`src/rtl/uart_rx_word_pkg.sv`:
```
// Shared definitions for the UART word receiver: byte FSM states, frame width
// and the parameter derivations used by the top level and the byte receiver.
package uart_rx_word_pkg;

    localparam int DATA_BITS = 8;

    typedef enum logic [1:0] {
        ST_IDLE,
        ST_START,
        ST_DATA,
        ST_STOP
    } rx_state_t;

    function automatic int calc_bit_cycles(input int clk_freq, input int baud);
        return clk_freq / baud;
    endfunction

    // Timeout counter must be able to hold TIMEOUT_BITS*BIT_CYCLES itself (it saturates there).
    function automatic int calc_timeout_width(input int timeout_bits, input int bit_cycles);
        return $clog2(timeout_bits * bit_cycles + 1);
    endfunction

endpackage

```
`src/rtl/uart_rx_word_byte.sv`:
```
// Byte receiver: 2-flop synchronizer plus 8N1 byte FSM. o_byte_ok/o_byte_err
// are decoded in the stop-sample cycle so the top can register them one cycle later.
module uart_rx_byte
    import uart_rx_word_pkg::*;
#(
    parameter int BIT_CYCLES = 16
) (
    input  logic       clk,
    input  logic       rst_n,
    input  logic       i_rx,
    output logic [7:0] o_byte,
    output logic       o_byte_ok,
    output logic       o_byte_err,
    output logic       o_idle,
    output logic       o_start
);

    localparam int CNT_W = $clog2(BIT_CYCLES);
    localparam int IDX_W = $clog2(DATA_BITS);
    localparam logic [CNT_W-1:0] HALF_LAST = CNT_W'(BIT_CYCLES / 2 - 1);
    localparam logic [CNT_W-1:0] BIT_LAST  = CNT_W'(BIT_CYCLES - 1);
    localparam logic [IDX_W-1:0] IDX_LAST  = IDX_W'(DATA_BITS - 1);

    logic                 r_sync1;
    logic                 r_sync2;
    logic                 r_rxs_prev;
    rx_state_t            r_state;
    logic [CNT_W-1:0]     r_cnt;
    logic [IDX_W-1:0]     r_idx;
    logic [DATA_BITS-1:0] r_shift;

    rx_state_t            w_state_next;
    logic [CNT_W-1:0]     w_cnt_next;
    logic [IDX_W-1:0]     w_idx_next;
    logic [DATA_BITS-1:0] w_shift_next;
    logic                 w_ok;
    logic                 w_err;
    logic                 w_start;
    logic                 w_rxs;
    logic                 w_fall;

    assign w_rxs  = r_sync2;
    assign w_fall = r_rxs_prev & ~w_rxs;

    always_ff @(posedge clk) begin
        if (!rst_n) begin
            r_sync1    <= 1'b1;
            r_sync2    <= 1'b1;
            r_rxs_prev <= 1'b1;
            r_state    <= ST_IDLE;
            r_cnt      <= '0;
            r_idx      <= '0;
            r_shift    <= '0;
        end else begin
            r_sync1    <= i_rx;
            r_sync2    <= r_sync1;
            r_rxs_prev <= w_rxs;
            r_state    <= w_state_next;
            r_cnt      <= w_cnt_next;
            r_idx      <= w_idx_next;
            r_shift    <= w_shift_next;
        end
    end

    always_comb begin
        w_state_next = r_state;
        w_cnt_next   = r_cnt + 1'b1;
        w_idx_next   = r_idx;
        w_shift_next = r_shift;
        w_ok         = 1'b0;
        w_err        = 1'b0;
        w_start      = 1'b0;
        case (r_state)
            ST_IDLE: begin
                w_cnt_next = '0;
                if (w_fall) begin
                    w_state_next = ST_START;
                    w_start      = 1'b1;
                end
            end
            ST_START: begin
                // Mid start bit: a line back high here was only a glitch.
                if (r_cnt == HALF_LAST) begin
                    w_cnt_next   = '0;
                    w_idx_next   = '0;
                    w_state_next = w_rxs ? ST_IDLE : ST_DATA;
                end
            end
            ST_DATA: begin
                if (r_cnt == BIT_LAST) begin
                    w_cnt_next          = '0;
                    w_shift_next[r_idx] = w_rxs;
                    if (r_idx == IDX_LAST) begin
                        w_state_next = ST_STOP;
                    end else begin
                        w_idx_next = r_idx + 1'b1;
                    end
                end
            end
            ST_STOP: begin
                if (r_cnt == BIT_LAST) begin
                    w_cnt_next   = '0;
                    w_state_next = ST_IDLE;
                    w_ok         = w_rxs;
                    w_err        = ~w_rxs;
                end
            end
            default: begin
                w_state_next = ST_IDLE;
            end
        endcase
    end

    assign o_byte     = r_shift;
    assign o_byte_ok  = w_ok;
    assign o_byte_err = w_err;
    assign o_idle     = (r_state == ST_IDLE);
    assign o_start    = w_start;

endmodule

```
`src/rtl/uart_rx_word.sv`:
```
// UART word receiver: pairs two received bytes into a 16-bit word (low byte
// first), drops a lone low byte on a framing error or after an idle timeout.
module uart_rx_word
    import uart_rx_word_pkg::*;
#(
    parameter int CLK_FREQ     = 50000000,
    parameter int BAUD         = 9600,
    parameter int TIMEOUT_BITS = 20
) (
    input  logic        clk,
    input  logic        rst_n,
    input  logic        rx,
    output logic [15:0] word,
    output logic        word_valid,
    output logic        frame_err
);

    localparam int BIT_CYCLES = calc_bit_cycles(CLK_FREQ, BAUD);
    localparam int TO_W       = calc_timeout_width(TIMEOUT_BITS, BIT_CYCLES);
    localparam logic [TO_W-1:0] TO_LIMIT = TO_W'(TIMEOUT_BITS * BIT_CYCLES);

    logic [7:0]      w_byte;
    logic            w_byte_ok;
    logic            w_byte_err;
    logic            w_idle;
    logic            w_start;

    logic            r_pair;
    logic [7:0]      r_low;
    logic [15:0]     r_word;
    logic            r_word_valid;
    logic            r_frame_err;
    logic [TO_W-1:0] r_to_cnt;

    uart_rx_byte #(
        .BIT_CYCLES(BIT_CYCLES)
    ) u_byte (
        .clk        (clk),
        .rst_n      (rst_n),
        .i_rx       (rx),
        .o_byte     (w_byte),
        .o_byte_ok  (w_byte_ok),
        .o_byte_err (w_byte_err),
        .o_idle     (w_idle),
        .o_start    (w_start)
    );

    always_ff @(posedge clk) begin
        if (!rst_n) begin
            r_pair       <= 1'b0;
            r_low        <= '0;
            r_word       <= '0;
            r_word_valid <= 1'b0;
            r_frame_err  <= 1'b0;
            r_to_cnt     <= '0;
        end else begin
            r_word_valid <= 1'b0;
            r_frame_err  <= 1'b0;
            if (w_byte_err) begin
                r_frame_err <= 1'b1;
                r_pair      <= 1'b0;
            end else if (w_byte_ok) begin
                if (r_pair) begin
                    r_word       <= {w_byte, r_low};
                    r_word_valid <= 1'b1;
                    r_pair       <= 1'b0;
                end else begin
                    r_low  <= w_byte;
                    r_pair <= 1'b1;
                end
            end else if (r_pair && (r_to_cnt == TO_LIMIT)) begin
                r_pair <= 1'b0;
            end

            // Idle time only accumulates while a low byte waits in IDLE.
            if (!r_pair || !w_idle || w_start) begin
                r_to_cnt <= '0;
            end else if (r_to_cnt != TO_LIMIT) begin
                r_to_cnt <= r_to_cnt + 1'b1;
            end
        end
    end

    assign word       = r_word;
    assign word_valid = r_word_valid;
    assign frame_err  = r_frame_err;

endmodule
```
`config.mk`:
```
export PLATFORM = sky130hd
export DESIGN_NAME = uart_rx_word
export DESIGN_NICKNAME = d
export VERILOG_FILES = /design/src/rtl/uart_rx_word_pkg.sv /design/src/rtl/uart_rx_word_byte.sv /design/src/rtl/uart_rx_word.sv
export SDC_FILE = /design/constraint.sdc
export NUM_CORES = 1
export LEC_CHECK = 0
export BUFFER_PORTS_ARGS = -buffer_cell sky130_fd_sc_hd__clkbuf_2
export CORE_MARGIN = 2
export CORE_UTILIZATION = 54
export CTS_CLUSTER_SIZE = 30
export DETAILED_ROUTE_END_ITERATION = 10
export PLACE_DENSITY = 0.86
export SYNTH_ARGS = -nofsm -noshare
export SYNTH_HDL_FRONTEND = slang
export SYNTH_HIERARCHICAL = 1
export SYNTH_SLANG_ARGS = --single-unit
```
`constraint.sdc`:
```
create_clock -name clk -period 2.48 [get_ports clk]
set_clock_uncertainty 0.05 [all_clocks]
set_input_delay 0.372 -clock clk [delete_from_list [all_inputs] [get_ports clk]]
set_output_delay 0.372 -clock clk [all_outputs]
set_load 0.01 [all_outputs]
```
Word-level counts from Yosys, hierarchy flattened:

Index checks and enable logic that the tools add are counted.

* $add $sub $neg: 3
* $lt $le $gt $ge: 2
* equality and inequality tests: 14
* mux-type cells: 28
* bitwise operators: 6
* reductions and logical operators: 18

Operator list (number)
* 13-bit case mux with 3 select lines: 1
* 13-bit 2-to-1 mux: 2
* 17-bit by 1-bit adder with 17-bit output, second input constant: 1
* 17-bit equality test, second input constant: 1
* 17-bit != test, second input constant: 1
* 13-bit by 1-bit adder with 13-bit output, second input constant: 1
* 13-bit by 12-bit equality test with 1-bit output, second input constant: 1
* 13-bit equality test, second input constant: 1
* 1-bit 2-to-1 mux: 12
* 2-bit 2-to-1 mux: 6
* 2-bit by 1-bit != test with 1-bit output, second input constant: 5
* 3-bit 2-to-1 mux: 3
* 8-bit bitwise mux: 1
* 2-bit case mux with 4 select lines: 1
* 3-bit case mux with 2 select lines: 1
* 3-bit AND reduction: 2
* 2-bit OR reduction: 3
* 1-bit NOT: 5
* 5-bit AND reduction: 1
* 2-bit equality test, second input constant: 2
* 3-bit by 4-bit < comparator with 1-bit output, second input constant: 1
* 4-bit AND reduction: 1
* 2-bit nonzero test: 2
* 3-bit by 1-bit adder with 3-bit output, second input constant: 1
* other kinds (12): 15

* flip-flop bits (word level): 73
* bits of input ports: 3
* output and inout port bits: 18

Logic depth before layout (Yosys ltp):

* depth in word-level cells: 6
* mapped depth: 10
* gate-level depth less buffers: 8

Hierarchy:

Netlist, hierarchy kept.

By module, submodules not included
* uart_rx_word: instances 1, cells each 208, area each 1860.5 µm²
* uart_rx_byte: instances 1, cells each 159, area each 1453.9 µm²

Worst setup path before layout:

No wires, ideal clock.

* path type: register to register
* start: reg u_byte.r_cnt[0]
* end: reg r_word[10] (netlist: word[10])
* arrival: 2228 ps
* required time: 2354 ps
* setup slack: 127 ps
* cell stages (with the launch flop): 11
* buffers on the path: 2
* clock period less this slack: 2353 ps
* cell sequence: dfxtp_1 ha_1 nor3b_4 nand4_4 nor2_1 and3_1 and3b_1 clkbuf_1 buf_2 nand2_1 a21boi_0

* elaborated cells on any way between the ends: 7
* classes of those cells: 1 x eq/ne; 4 x mux; 1 x bitwise; 1 x reduce/logical

RTL lines
* from (decl): line uart_rx_word_byte.sv:28 `logic [CNT_W-1:0] r_cnt;`
* from (signal assigned): line uart_rx_word_byte.sv:59 `r_cnt <= w_cnt_next;`
* 13-bit equality test: line uart_rx_word_byte.sv:101 `if (r_cnt == BIT_LAST) begin`
* 1-bit 2-to-1 mux: line uart_rx_word_byte.sv:101
* 1-bit 2-to-1 mux: line uart_rx_word_byte.sv:73 `case (r_state)`
* net w_byte_ok: line uart_rx_word.sv:23 `logic w_byte_ok;`
* 3-bit AND reduction (no line)
* to (signal assigned): line uart_rx_word.sv:64 `r_word <= {w_byte, r_low};`
* to (decl): line uart_rx_word.sv:30 `logic [15:0] r_word;`

The timed path passes the listed nets, and every way through them passes these cells.
A chain may end at the register's enable or synchronous reset.

Worst setup path after layout:

* start: reg u_byte.r_cnt[0]
* end: reg r_low[2]

* elaborated cells on any way between the ends: 7
* classes of those cells: 1 x eq/ne; 4 x mux; 1 x bitwise; 1 x reduce/logical

RTL lines
* 13-bit equality test: line uart_rx_word_byte.sv:101
* 1-bit 2-to-1 mux: line uart_rx_word_byte.sv:101
* 1-bit 2-to-1 mux: line uart_rx_word_byte.sv:73
* net w_byte_ok: line uart_rx_word.sv:23
* 3-bit AND reduction (no line)
* to (signal assigned): line uart_rx_word.sv:68 `r_low <= w_byte;`
* to (decl): line uart_rx_word.sv:29 `logic [7:0] r_low;`

The timed path passes the listed nets, and every way through them passes these cells.

==> metrics <==
clock buffer count from CTS=9; Arr. time, crit path=2.52 ns; Num Clock Sinks=73; Cell Area, Synth=approximately 3300 um2; Netlist cell types=54; crit end category=flip-flop; dpl ws=-0.008023 ns; Post-Synthesis Cells=between 300 and 400; fin worst setup slack=0.1569 ns; Sw Share=between 20% and 30%; Comb pwr share=around 2%; synth top area cells=dfxtp_1 44%, nand2_1 5.8%, mux2i_1 3.6%; Critical Path RT=2.68 ns; Max Slew Vio Count=0; number of DRC markers in iteration 0=roughly 130; total core area=between 5000 and 6000 um2; # IOs=21; layout cells sized above 1=14.10%; crit-path cells=ha_1, nor3b_4, nand4_4, nor2_2, and3_1, nor3b_1, buf_4, mux2i_1, nor2b_1; Post-CTS Resized=1; antenna cells=0; Yosys reg bits=73; Seq/Total Area, Yosys=44.09%; Max Clk Rate=roughly 0.43 GHz; area grow syn2layout=9.966%; clock tree buffer depth=2; ys async rst share=0%; Detail Placement HPWL=4547 um; Final min period=2.323 ns; via/cell ratio=between 5 and 6; RSZ-0062 raised after global routing=false; final setup vio count=0; commonest non-fill, non-tap cell in the layout=dfxtp_1; DRT antenna net count=0; Final Cycle Share=between 90% and 100%; GRT Total Usage=20.58%; nets=about 400; Synth Warn #=6; initial core utilization=55.98%; CTS Root Cell=clkbuf_8; Post-synth EDFFs=0; leakage power=1.228 nW; CP max FO=8; crit path launch type=flip-flop; placement row count=28; commonest non-fill, non-tap cells in the layout=73 x dfxtp_1, 51 x nand2_1, 30 x nor2_1, 20 x clkbuf_2, 16 x a21boi_0; GRT overflow=0; largest stage delay on the critical path=between 0.4 and 0.5 ns; hold buffer count at CTS=0; Horiz. Die Dim=~82 um; Synthesized Nets=375; Reg power frac=56.9%; Syn Area/Cell=9.031 um2; port bufs=20; wl on met1=2830 um; post-CTS setup buffers=0; H-tree Lvls=3; class of the worst hold path=in -> reg; WL met2=3236 um; max_slew headroom=just under 60%; vias in the first global route=2418; initial antenna violation count=0; largest net degree at the start of global routing=28; DRT Pass-1 Iters=4; Vias=2637; Power Internal=1.571 mW; drt total wl=6424 um; clock share of power=between 40% and 50%; Die Y=82.35 um; Synth Flop Type=dfxtp_1; max layer used=met4; first-pass GRT wire length=10670 um; TritonCTS clock tree=built; area leader, netlist=dfxtp_1; MaxCap Viol Count=0; WL/cell=13.82 um; critical path type=reg -> reg; endpoints failing hold=0; WL met3=279 um; die area=6781 um2; post-layout util=61.56%; Least-Margin Pin Slew=0.6169 ns; family with the most delay on the worst path=simple AND/OR/NAND/NOR gates; routability-driven placement congestion ratio=approximately 0.85; VDD IR max=0.4890 mV; top-area cell type share of the netlist area=44.09%; slowest CP cell=dfxtp_1; status=complete, no violations; Worst Path Buf+Inv=1; clk slew on worst S/H paths=approximately 0.09 ns; post-route DRC violation count=0; P_sw=0.5108 mW; Pwr Density=about 570 nW/um2; Clock Latency Late Sink=0.35 ns
-- cell families (layout without fill, tap and decap cells) --
family / Yosys count / after routing / synth area share (%)
multiplexers: 12 / 12 / 3.624
buffers and inverters: 27 / 50 / 3.699
XOR/XNOR: 20 / 20 / 5.285
adder cells (fa/ha/maj): 5 / 5 / 1.888
flip-flops: 73 / 73 / 44.09
AO/OA/AOI/OAI: 50 / 50 / 10.53
AND/OR/NAND/NOR: 180 / 180 / 30.88
-- routing by layer --
metal | track usage [%] | up-vias
li1 | - | 1328
met2 | 35.48 | 60
met5 | 0 | -
met1 | 23.82 | 1243
met4 | 7.333 | 0
met3 | 6.630 | 6
-- sequential cells by signal (all words and copies together), names as in the netlist, 3 cells and up, named ones only --
signal	cells
r_to_cnt	17
r_low	8
word	16
u_byte/r_idx	3
u_byte/r_cnt	13
u_byte/o_byte	8
-- cell type report --
type | count | area [um2]
Clock buffer | 9 | 123.9
Clock inverter | 7 | 60.06
Timing Repair Buffer | 25 | 137.6
Sequential cell | 73 | 1461
Multi-Input combinational cell | 267 | 1734
Fill cell | 499 | 2276
Inverter | 9 | 33.78
Tap cell | 75 | 93.84
-- Yosys cell counts (5+ instances only) --
master,number
a21oi_1,7
nand3_1,15
o211ai_1,5
clkbuf_1,11
o31ai_1,5
nand2b_1,10
xnor2_1,11
buf_2,5
nor2_1,31
nor3_1,7
mux2i_1,12
a21boi_0,16
dfxtp_1,73
xor2_1,9
ha_1,5
nor2b_1,10
nand2_1,51
inv_1,9
nand4_1,15
o21ai_0,5
-- worst paths after layout --
check | slack, ns | to | startpoint | cells after the start
max reg2reg | 0.16 | r_low[2]$_SDFFE_PN0P_ | u_byte/r_cnt[0]$_SDFF_PN0_ | 9
min | 0.15 | u_byte/r_sync1$_SDFF_PN1_ | rx | 2
max | 0.16 | r_low[2]$_SDFFE_PN0P_ | u_byte/r_cnt[0]$_SDFF_PN0_ | 9
min reg2reg | 0.37 | u_byte/r_sync2$_SDFF_PN1_ | u_byte/r_sync1$_SDFF_PN1_ | 1
-- power groups by stage --
stage | registers, mW | logic [mW] | clock network, mW
final | 1.18 | 0.0409 | 0.857
after global routing | 1.19 | 0.0464 | 0.939
after CTS | 1.18 | 0.0408 | 0.882
after detailed placement | 1.21 | 0.0408 | 0
after global placement | 1.21 | 0.0398 | 0
after floorplan | 1.21 | 0.0336 | 0
-- through the flow --
| stage | TNS (ns) | hold WS [ns] | area (um2) | total power [mW] | cells |
|---|---|---|---|---|---|
| 4_1_cts | 0 | 0.1425 | 3642 | 2.107 | 465 |
| 6_report | 0 | 0.1520 | 3645 | 2.082 | 465 |
| 2_1_floorplan | 0 | 0.3363 | 3314 | 1.242 | 367 |
| 3_5_place_dp | -0.008023 | 0.3526 | 3457 | 1.253 | 449 |
| 5_1_grt | 0 | 0.1512 | 3645 | 2.171 | 465 |
| 3_3_place_gp | 0 | 0.3556 | 3457 | 1.251 | 449 |
Note: power is estimated with default switching activity, not from simulation.
